`src/rtl/goal_sequencer.sv`:
```
// goal_sequencer: rally sequencer between the top-level game FSM and the
// ball/player datapath.
//
// Purpose
//   Detects goals from the ball-in-goal levels and keeps both scores. After
//   a goal, play is frozen for a fixed number of frames. The sequencer then
//   pulses an entity reset and runs a 3-2-1 kickoff countdown before motion
//   is enabled again. When either score reaches WIN_SCORE the match is over.
//
// Ports
//   CLK          in   system clock, all state changes on posedge
//   Reset        in   asynchronous active-high reset
//   frame_tick   in   one-cycle pulse per video frame
//   game_active  in   level, high while a match is in progress
//   new_match    in   one-cycle pulse, clears scores and restarts kickoff
//   left_hit     in   level, ball inside left goal (point to right player)
//   right_hit    in   level, ball inside right goal (point to left player)
//   score_left   out  left player score
//   score_right  out  right player score
//   play_enable  out  high only while play is running
//   entity_reset out  one-cycle pulse, return ball/players to start
//   goal_flag    out  {left_scored, right_scored}, nonzero only while frozen
//   countdown    out  3,2,1 during kickoff, 0 otherwise
//   match_over   out  high once a player has reached WIN_SCORE
//   winner       out  valid with match_over: 0 = left, 1 = right
//
// Every output is decoded from registered state, so there is no
// combinational path from any input to any output.

module goal_sequencer #(
   parameter int SCORE_W        = 3,
   parameter int WIN_SCORE      = 5,
   parameter int FREEZE_FRAMES  = 60,
   parameter int TICKS_PER_STEP = 30
) (
   input  logic               CLK,
   input  logic               Reset,
   input  logic               frame_tick,
   input  logic               game_active,
   input  logic               new_match,
   input  logic               left_hit,
   input  logic               right_hit,
   output logic [SCORE_W-1:0] score_left,
   output logic [SCORE_W-1:0] score_right,
   output logic               play_enable,
   output logic               entity_reset,
   output logic [1:0]         goal_flag,
   output logic [1:0]         countdown,
   output logic               match_over,
   output logic               winner
);

   // One shared frame counter serves both the freeze and the kickoff
   // phases, so it is sized for the longer of the two.
   localparam int CNT_MAX = (FREEZE_FRAMES > TICKS_PER_STEP) ?
                            FREEZE_FRAMES : TICKS_PER_STEP;
   localparam int CNT_W   = (CNT_MAX > 1) ? $clog2(CNT_MAX) : 1;

   localparam logic [CNT_W-1:0] FRZ_LAST  = CNT_W'(FREEZE_FRAMES - 1);
   localparam logic [CNT_W-1:0] STEP_LAST = CNT_W'(TICKS_PER_STEP - 1);

   localparam logic [SCORE_W-1:0] WIN = SCORE_W'(WIN_SCORE);
   localparam logic [SCORE_W-1:0] ONE = SCORE_W'(1);

   localparam logic [2:0] S_IDLE      = 3'd0;
   localparam logic [2:0] S_RESET_POS = 3'd1;
   localparam logic [2:0] S_KICKOFF   = 3'd2;
   localparam logic [2:0] S_PLAY      = 3'd3;
   localparam logic [2:0] S_FREEZE    = 3'd4;
   localparam logic [2:0] S_OVER      = 3'd5;

   logic [2:0]         state_q, state_d;
   logic [SCORE_W-1:0] score_left_q, score_left_d;
   logic [SCORE_W-1:0] score_right_q, score_right_d;
   logic [1:0]         goal_flag_q, goal_flag_d;
   logic [CNT_W-1:0]   cnt_q, cnt_d;
   logic [1:0]         digit_q, digit_d;
   logic               left_prev_q, left_prev_d;
   logic               right_prev_q, right_prev_d;

   logic left_edge;
   logic right_edge;
   logic win_reached;

   assign left_edge   = left_hit & ~left_prev_q;
   assign right_edge  = right_hit & ~right_prev_q;
   assign win_reached = (score_left_q == WIN) || (score_right_q == WIN);

   always_comb begin
      state_d       = state_q;
      score_left_d  = score_left_q;
      score_right_d = score_right_q;
      goal_flag_d   = goal_flag_q;
      cnt_d         = cnt_q;
      digit_d       = digit_q;
      // Hit history tracks the levels in every state, so a hit that is
      // already high when play starts never looks like a fresh edge.
      left_prev_d   = left_hit;
      right_prev_d  = right_hit;

      if (new_match) begin
         score_left_d  = '0;
         score_right_d = '0;
         goal_flag_d   = 2'b00;
         cnt_d         = '0;
         state_d       = game_active ? S_RESET_POS : S_IDLE;
      end else if (!game_active && (state_q != S_OVER)) begin
         // Scores are kept; the flag must not survive outside FREEZE.
         goal_flag_d = 2'b00;
         state_d     = S_IDLE;
      end else begin
         case (state_q)
            S_IDLE: begin
               state_d = S_RESET_POS;
            end

            S_RESET_POS: begin
               cnt_d   = '0;
               digit_d = 2'd3;
               state_d = S_KICKOFF;
            end

            S_KICKOFF: begin
               if (frame_tick) begin
                  if (cnt_q == STEP_LAST) begin
                     cnt_d = '0;
                     if (digit_q == 2'd1) begin
                        state_d = S_PLAY;
                     end else begin
                        digit_d = digit_q - 2'd1;
                     end
                  end else begin
                     cnt_d = cnt_q + CNT_W'(1);
                  end
               end
            end

            S_PLAY: begin
               if (left_edge && right_edge) begin
                  // Simultaneous goals are ambiguous: replay the rally.
                  state_d = S_RESET_POS;
               end else if (right_edge) begin
                  if (score_left_q < WIN) begin
                     score_left_d = score_left_q + ONE;
                  end
                  goal_flag_d = 2'b10;
                  cnt_d       = '0;
                  state_d     = S_FREEZE;
               end else if (left_edge) begin
                  if (score_right_q < WIN) begin
                     score_right_d = score_right_q + ONE;
                  end
                  goal_flag_d = 2'b01;
                  cnt_d       = '0;
                  state_d     = S_FREEZE;
               end
            end

            S_FREEZE: begin
               if (frame_tick) begin
                  if (cnt_q == FRZ_LAST) begin
                     cnt_d       = '0;
                     goal_flag_d = 2'b00;
                     state_d     = win_reached ? S_OVER : S_RESET_POS;
                  end else begin
                     cnt_d = cnt_q + CNT_W'(1);
                  end
               end
            end

            S_OVER: begin
               state_d = S_OVER;
            end

            default: begin
               state_d = S_IDLE;
            end
         endcase
      end
   end

   always_ff @(posedge CLK or posedge Reset) begin
      if (Reset) begin
         state_q       <= S_IDLE;
         score_left_q  <= '0;
         score_right_q <= '0;
         goal_flag_q   <= 2'b00;
         cnt_q         <= '0;
         digit_q       <= 2'd0;
         left_prev_q   <= 1'b0;
         right_prev_q  <= 1'b0;
      end else begin
         state_q       <= state_d;
         score_left_q  <= score_left_d;
         score_right_q <= score_right_d;
         goal_flag_q   <= goal_flag_d;
         cnt_q         <= cnt_d;
         digit_q       <= digit_d;
         left_prev_q   <= left_prev_d;
         right_prev_q  <= right_prev_d;
      end
   end

   assign score_left   = score_left_q;
   assign score_right  = score_right_q;
   assign goal_flag    = goal_flag_q;
   assign play_enable  = (state_q == S_PLAY);
   assign entity_reset = (state_q == S_RESET_POS);
   assign match_over   = (state_q == S_OVER);
   assign countdown    = (state_q == S_KICKOFF) ? digit_q : 2'd0;
   assign winner       = (state_q == S_OVER) && (score_right_q == WIN);

endmodule
```
`config.mk`:
```
export PLATFORM = sky130hd
export DESIGN_NAME = goal_sequencer
export DESIGN_NICKNAME = d
export VERILOG_FILES = /design/src/rtl/goal_sequencer.sv
export SDC_FILE = /design/constraint.sdc
export NUM_CORES = 1
export LEC_CHECK = 0
export ABC_AREA = 0
export BUFFER_PORTS_ARGS = -buffer_cell sky130_fd_sc_hd__buf_2
export CELL_PAD_IN_SITES_DETAIL_PLACEMENT = 1
export CELL_PAD_IN_SITES_GLOBAL_PLACEMENT = 2
export CORE_MARGIN = 8
export CORE_UTILIZATION = 37
export DETAILED_ROUTE_END_ITERATION = 10
export PLACE_DENSITY = 0.83
export SLEW_MARGIN = 20
export SYNTH_ARGS = -nofsm -noshare
export SYNTH_HDL_FRONTEND = slang
export SYNTH_SLANG_ARGS = --single-unit
export TNS_END_PERCENT = 20
```
`constraint.sdc`:
```
create_clock -name CLK -period 5.1 [get_ports CLK]
set_input_delay 1.02 -clock CLK [delete_from_list [all_inputs] [get_ports CLK]]
set_output_delay 1.02 -clock CLK [all_outputs]
set_load 0.1 [all_outputs]
```
### After elaboration in Yosys (flattened, before gate mapping)

Index checks and enable logic that the tools add are counted.

* mux-type cells: 49
* order comparisons: 2
* $add $sub $neg: 4
* bitwise gates (word level): 6
* reduce and logical (&&, ||, !) cells: 20
* equality and inequality tests: 29

Operators with widths (number)
* $mux W3: 24
* $mux W6: 9
* $ne A4 B4 Y1 const B: 6
* $pmux W6 S4: 1
* $reduce_and A6 Y1: 4
* $mux W2: 11
* $pmux W3 S6: 1
* $eq A3 B3 Y1 const B: 4
* $ne A2 B2 Y1 const B: 6
* $ne A3 B3 Y1 const B: 4
* $reduce_bool A2 Y1: 6
* $reduce_and A5 Y1: 2
* $pmux W2 S2: 2
* $add A3 B1 Y3 const B: 2
* $add A6 B1 Y6 const B: 1
* $eq A3 B2 Y1 const B: 2
* $eq A6 B5 Y1 const B: 1
* $eq A6 B6 Y1 const B: 1
* $lt A3 B3 Y1 const B: 2
* $ne A6 B2 Y1 const B: 1
* $ne A5 B2 Y1 const B: 1
* $reduce_bool A5 Y1: 1
* $ne A4 B2 Y1 const B: 1
* $not A1 Y1: 4
* other kinds (10): 13

* register bits after elaboration: 21
* bits of input ports: 7

### Longest topological paths before layout

* depth in word-level cells: 8
* mapped depth: 7
* mapped depth without buffers: 7

### Least setup slack after synthesis

OpenSTA, ideal clock, no wires.

* path kind: register to output
* from: reg state_q[0]
* to: out winner
* slack: 1.583 ns
* cell stages (with the launch flop): 6
* required time: 4.080 ns
* data arrival time: 2.497 ns
* buffers on the path: 2
* path through: dfrtp_1 > buf_6 > buf_4 > nor2b_1 > and2_1 > and3_1

* longest elaborated chain between the ends: 2

RTL lines
* start, declared: RTL line 72 `logic [2:0] state_q, state_d;`
* start signal, assigned: RTL line 193 `state_q <= state_d;`
* $eq A3 B3 Y1
* via match_over: RTL line 49 `output logic match_over,`
* $logic_and A1 B1 Y1: RTL line 211 `assign winner = (state_q == S_OVER) && (score_right_q == WIN);`
* end, declared: RTL line 50 `output logic winner`

The timed path passes the listed nets, and every way through them passes these cells.

### Worst setup path in the final report

* from: reg state_q[0]
* to: out winner

* longest elaborated chain between the ends: 2

RTL lines (RTL line)
* $eq A3 B3 Y1: 211
* $logic_and A1 B1 Y1: 211

No other way between the ends.

==> results.py <==
metrics = {
    "run_status": {
        "outcome": "complete, no violations",
    },
    "layout": {
        "regArea_sq_um": 526,
        "final_cell_count_no_fill": 233,
        "layout.nets": 198,
        "multiInputGateArea_sq_um": 848,
        "fillers": 494,
        "mostFrequentLayoutCells": "sky130_fd_sc_hd__dfrtp_1 (21), sky130_fd_sc_hd__buf_2 (20), sky130_fd_sc_hd__nor2_1 (15), sky130_fd_sc_hd__inv_1 (12), sky130_fd_sc_hd__nand2_1 (10)",
        "final_layout_size_suffix_gt1_share_pct": 17.5,
        "post-route-cell-area_sq_um": 1630,
        "layout_area_growth_over_synthesis_pct": 10.0,
        "num_antenna_cells": 0,
        "layout.cells.most_common": "sky130_fd_sc_hd__dfrtp_1",
    },
    "critical_path": {
        "crit_end_category": "primary output",
        "critPathSlowestCell": "sky130_fd_sc_hd__dfrtp_1",
        "timing.critical_path.required_ns": 4.08,
        "worst_r2r_startpoint": "state_q[2]",
        "crit_path_start_kind": "flop",
        "cp_cell_sequence": "nor2b_1 > and2_1 > and3_1 > buf_2",
        "reg2reg_setup_slack_ns": 3.03,
        "cpPeakStageDelay_ns": 0.66,
        "setup.worst_path.start": "state_q[0]",
        "critical_path_arrival_ns": 2.06,
        "crit_fanout": 17,
        "crit_type": "reg -> out",
    },
    "drt": {
        "drt_pass1_iterations": 4,
        "detailedRoute.firstIterationViolations": 37,
        "vias_per_cell": 5.72,
        "routed_wirelength_microns": 3960,
        "drt_drc_violations_left": 0,
        "via_total_after_detailed_routing": 1332,
        "drtAntennaViolNets": 0,
        "routed_wire_length_per_instance_microns": 17.0,
    },
    "synth": {
        "mappedNetlistArea_sq_um": 1480,
        "yosys_register_bits": 21,
        "async_reset_ff_share_pct": 100,
        "post_synth_xor_area_fraction_pct": 3.54,
        "synth_top_family_by_area": "simple AND/OR/NAND/NOR gates",
        "netlist_instances": 169,
        "top_post_synthesis_cells_by_area": "sky130_fd_sc_hd__dfrtp_1 (35%), sky130_fd_sc_hd__ha_1 (5.9%), sky130_fd_sc_hd__nor2_1 (3.8%)",
        "synth_simple_gate_area_share_pct": 25.0,
        "synthAdderAreaFrac_pct": 5.90,
        "area_share_of_the_leading_cell_type_in_the_synthesized_netlist_pct": 35.4,
        "muxShareOfSynthArea_pct": 3.37,
        "synth.yosys.seq_area_share_pct": 35.4,
        "synth.net_count": 183,
        "synthFlopType": "sky130_fd_sc_hd__dfrtp_1",
        "synth_compound_area_share_pct": 19.4,
        "count_of_flip_flops_with_a_built_in_enable_after_synthesis": 0,
        "yosys_warnings": 0,
        "post_synth_num_cell_types": 48,
        "synth.largest_area_cell": "sky130_fd_sc_hd__dfrtp_1",
        "postSynthAreaPerCell_sq_um": 8.78,
    },
    "timing": {
        "maxSlewHeadroom_pct": 41.0,
        "grt_setup_unrepaired": "no",
        "timing.clock.skew_ns": 0.00370,
        "setup_viol_count_final": 0,
        "postLayoutSetupSlackWorst_ns": 2.02,
        "max_slew.worst_pin.slew_ns": 0.885,
        "drv_slew": 0,
        "tns_ns": 0,
        "number_of_failing_hold_endpoints_at_the_final_stage": 0,
        "finalWorstPathRequiredPeriod_ns": 3.08,
        "fin_crit_sh_pct": 60.4,
        "whs_ns": 0.567,
        "fmax_mhz": 324,
    },
    "power_and_ir_drop": {
        "leakage_nw": 0.739,
        "vdd_ir_drop_max_mv": 0.126,
        "power.density_cell_area_nw_per_um2": 247,
    },
    "clocking": {
        "cts_max_path_buffers": 2,
        "cts_num_sinks": 21,
        "cts_tree": "yes",
        "ctsHtreeMaxLevel": 1,
        "cts.repair.resized": 0,
        "number_of_buffers_created_by_cts": 3,
        "ctsHoldBuffers": 0,
        "clock_slew_at_reported_path_ffs_ns": 0.08,
        "post-cts-setup-buffers": 0,
        "clkLatencyLatePin_ns": 0.27,
        "clock_tree.root_cell": "sky130_fd_sc_hd__clkbuf_8",
    },
    "placed_design": {
        "dp_hpwl_microns": 3010,
        "routabilityCongestion": 0.736,
        "placement.io_buffers": 20,
        "place_worst_setup_slack_ns": 2.33,
        "placed_cells_incl_taps": 229,
        "dpl_cell_area_sq_um": 1590,
    },
    "grt": {
        "grt_pass1_wl_microns": 6760,
        "grt_util_all_layers_pct": 13.3,
        "initial_antenna_violation_count": 0,
        "grt_max_degree": 22,
        "grt_overflow_total": 0,
        "grt_pass1_vias": 1390,
    },
    "die": {
        "fp.dieH_microns": 79.3,
        "initial_utilization_pct": 37.6,
        "floorplan.die_area_sq_um": 6290,
        "placement_rows": 23,
        "core-area_sq_um": 3940,
        "io_pins": 21,
        "die_width_microns": 79.3,
    },
    "min_path": {
        "min-delay-start": "cnt_q[4]",
        "min_path_type": "reg -> reg",
    },
    "run": {
        "max_cap_viol_count": 0,
    },
}
## layout make-up
type | instances | area share, %
repair buffers | 20 | 6.13
clock inverters | 1 | 0.307
well taps | 50 | 3.83
inverters | 13 | 3.07
multi-input cells | 125 | 52.0
flip-flops and latches | 21 | 32.2
clock buffers | 3 | 2.53
## where the power goes
group          internal (mW)  switching (mW)  total [mW]  leakage (nW)
clock                 0.0547          0.0599       0.115        0.0255
combinational         0.0288          0.0736       0.102         0.438
sequential             0.172          0.0141       0.186         0.276
## cells by family (layout without fill, tap and decap cells)
kind of cell,after synthesis,count (layout)
and+or+nand+nor,67,67
AOI/OAI and AO/OA,40,40
buffers and inverters,23,37
DFF,21,21
adders and majority gates,7,7
xor gates and xnor gates,6,6
muxes,5,5
## worst paths after layout
| check | endpoint | depth (start not counted) |
|---|---|---|
| min | cnt_q[4] | 2 |
| max reg2reg | cnt_q[3] | 5 |
| min reg2reg | cnt_q[4] | 2 |
| min in group asynchronous | score_left[0] | 2 |
| max in group asynchronous | cnt_q[1] | 2 |
| max | winner | 4 |
## synth_stat cells (all sizes together) (5+ instances only)
| master | number |
|---|---|
| a21oi | 9 |
| nor2 | 15 |
| nand2b | 5 |
| nor2b | 6 |
| a31oi | 5 |
| nand2 | 10 |
| ha | 7 |
| mux2i | 5 |
| dfrtp | 21 |
| o21ai | 11 |
| nand3 | 6 |
| buf | 6 |
| inv | 12 |
## per-layer routing
layer  track usage [%]  routed length (microns)  vias to the layer above
met1              17.1                     1890                      675
li1                  -                        -                      628
met3              2.60                      125                        5
met2              21.8                     1900                       24
met5                 0                        0                        -
met4              4.44                       49                        0
## flip-flops by register name, summed over array words and instances, names as in the netlist
register      flops
state_q           3
score_right       3
digit_q           2
goal_flag         2
cnt_q             6
score_left        3
left_prev_q       1
right_prev_q      1
## critical path, delay by kind of cell, from the launching register on
family	cells	cell delay (ns)
simple gates	3	0.72
flops	1	0.66
buf+inv	1	0.42
## stage by stage
step | power, mW | utilization (%)
finish | 0.403 | 41.4
global route | 0.422 | 41.4
global placement | 0.288 | 40.2
floorplan | 0.275 | -
CTS | 0.408 | 41.4
detailed placement | 0.292 | 40.2
(Power assumes the default switching activity.)
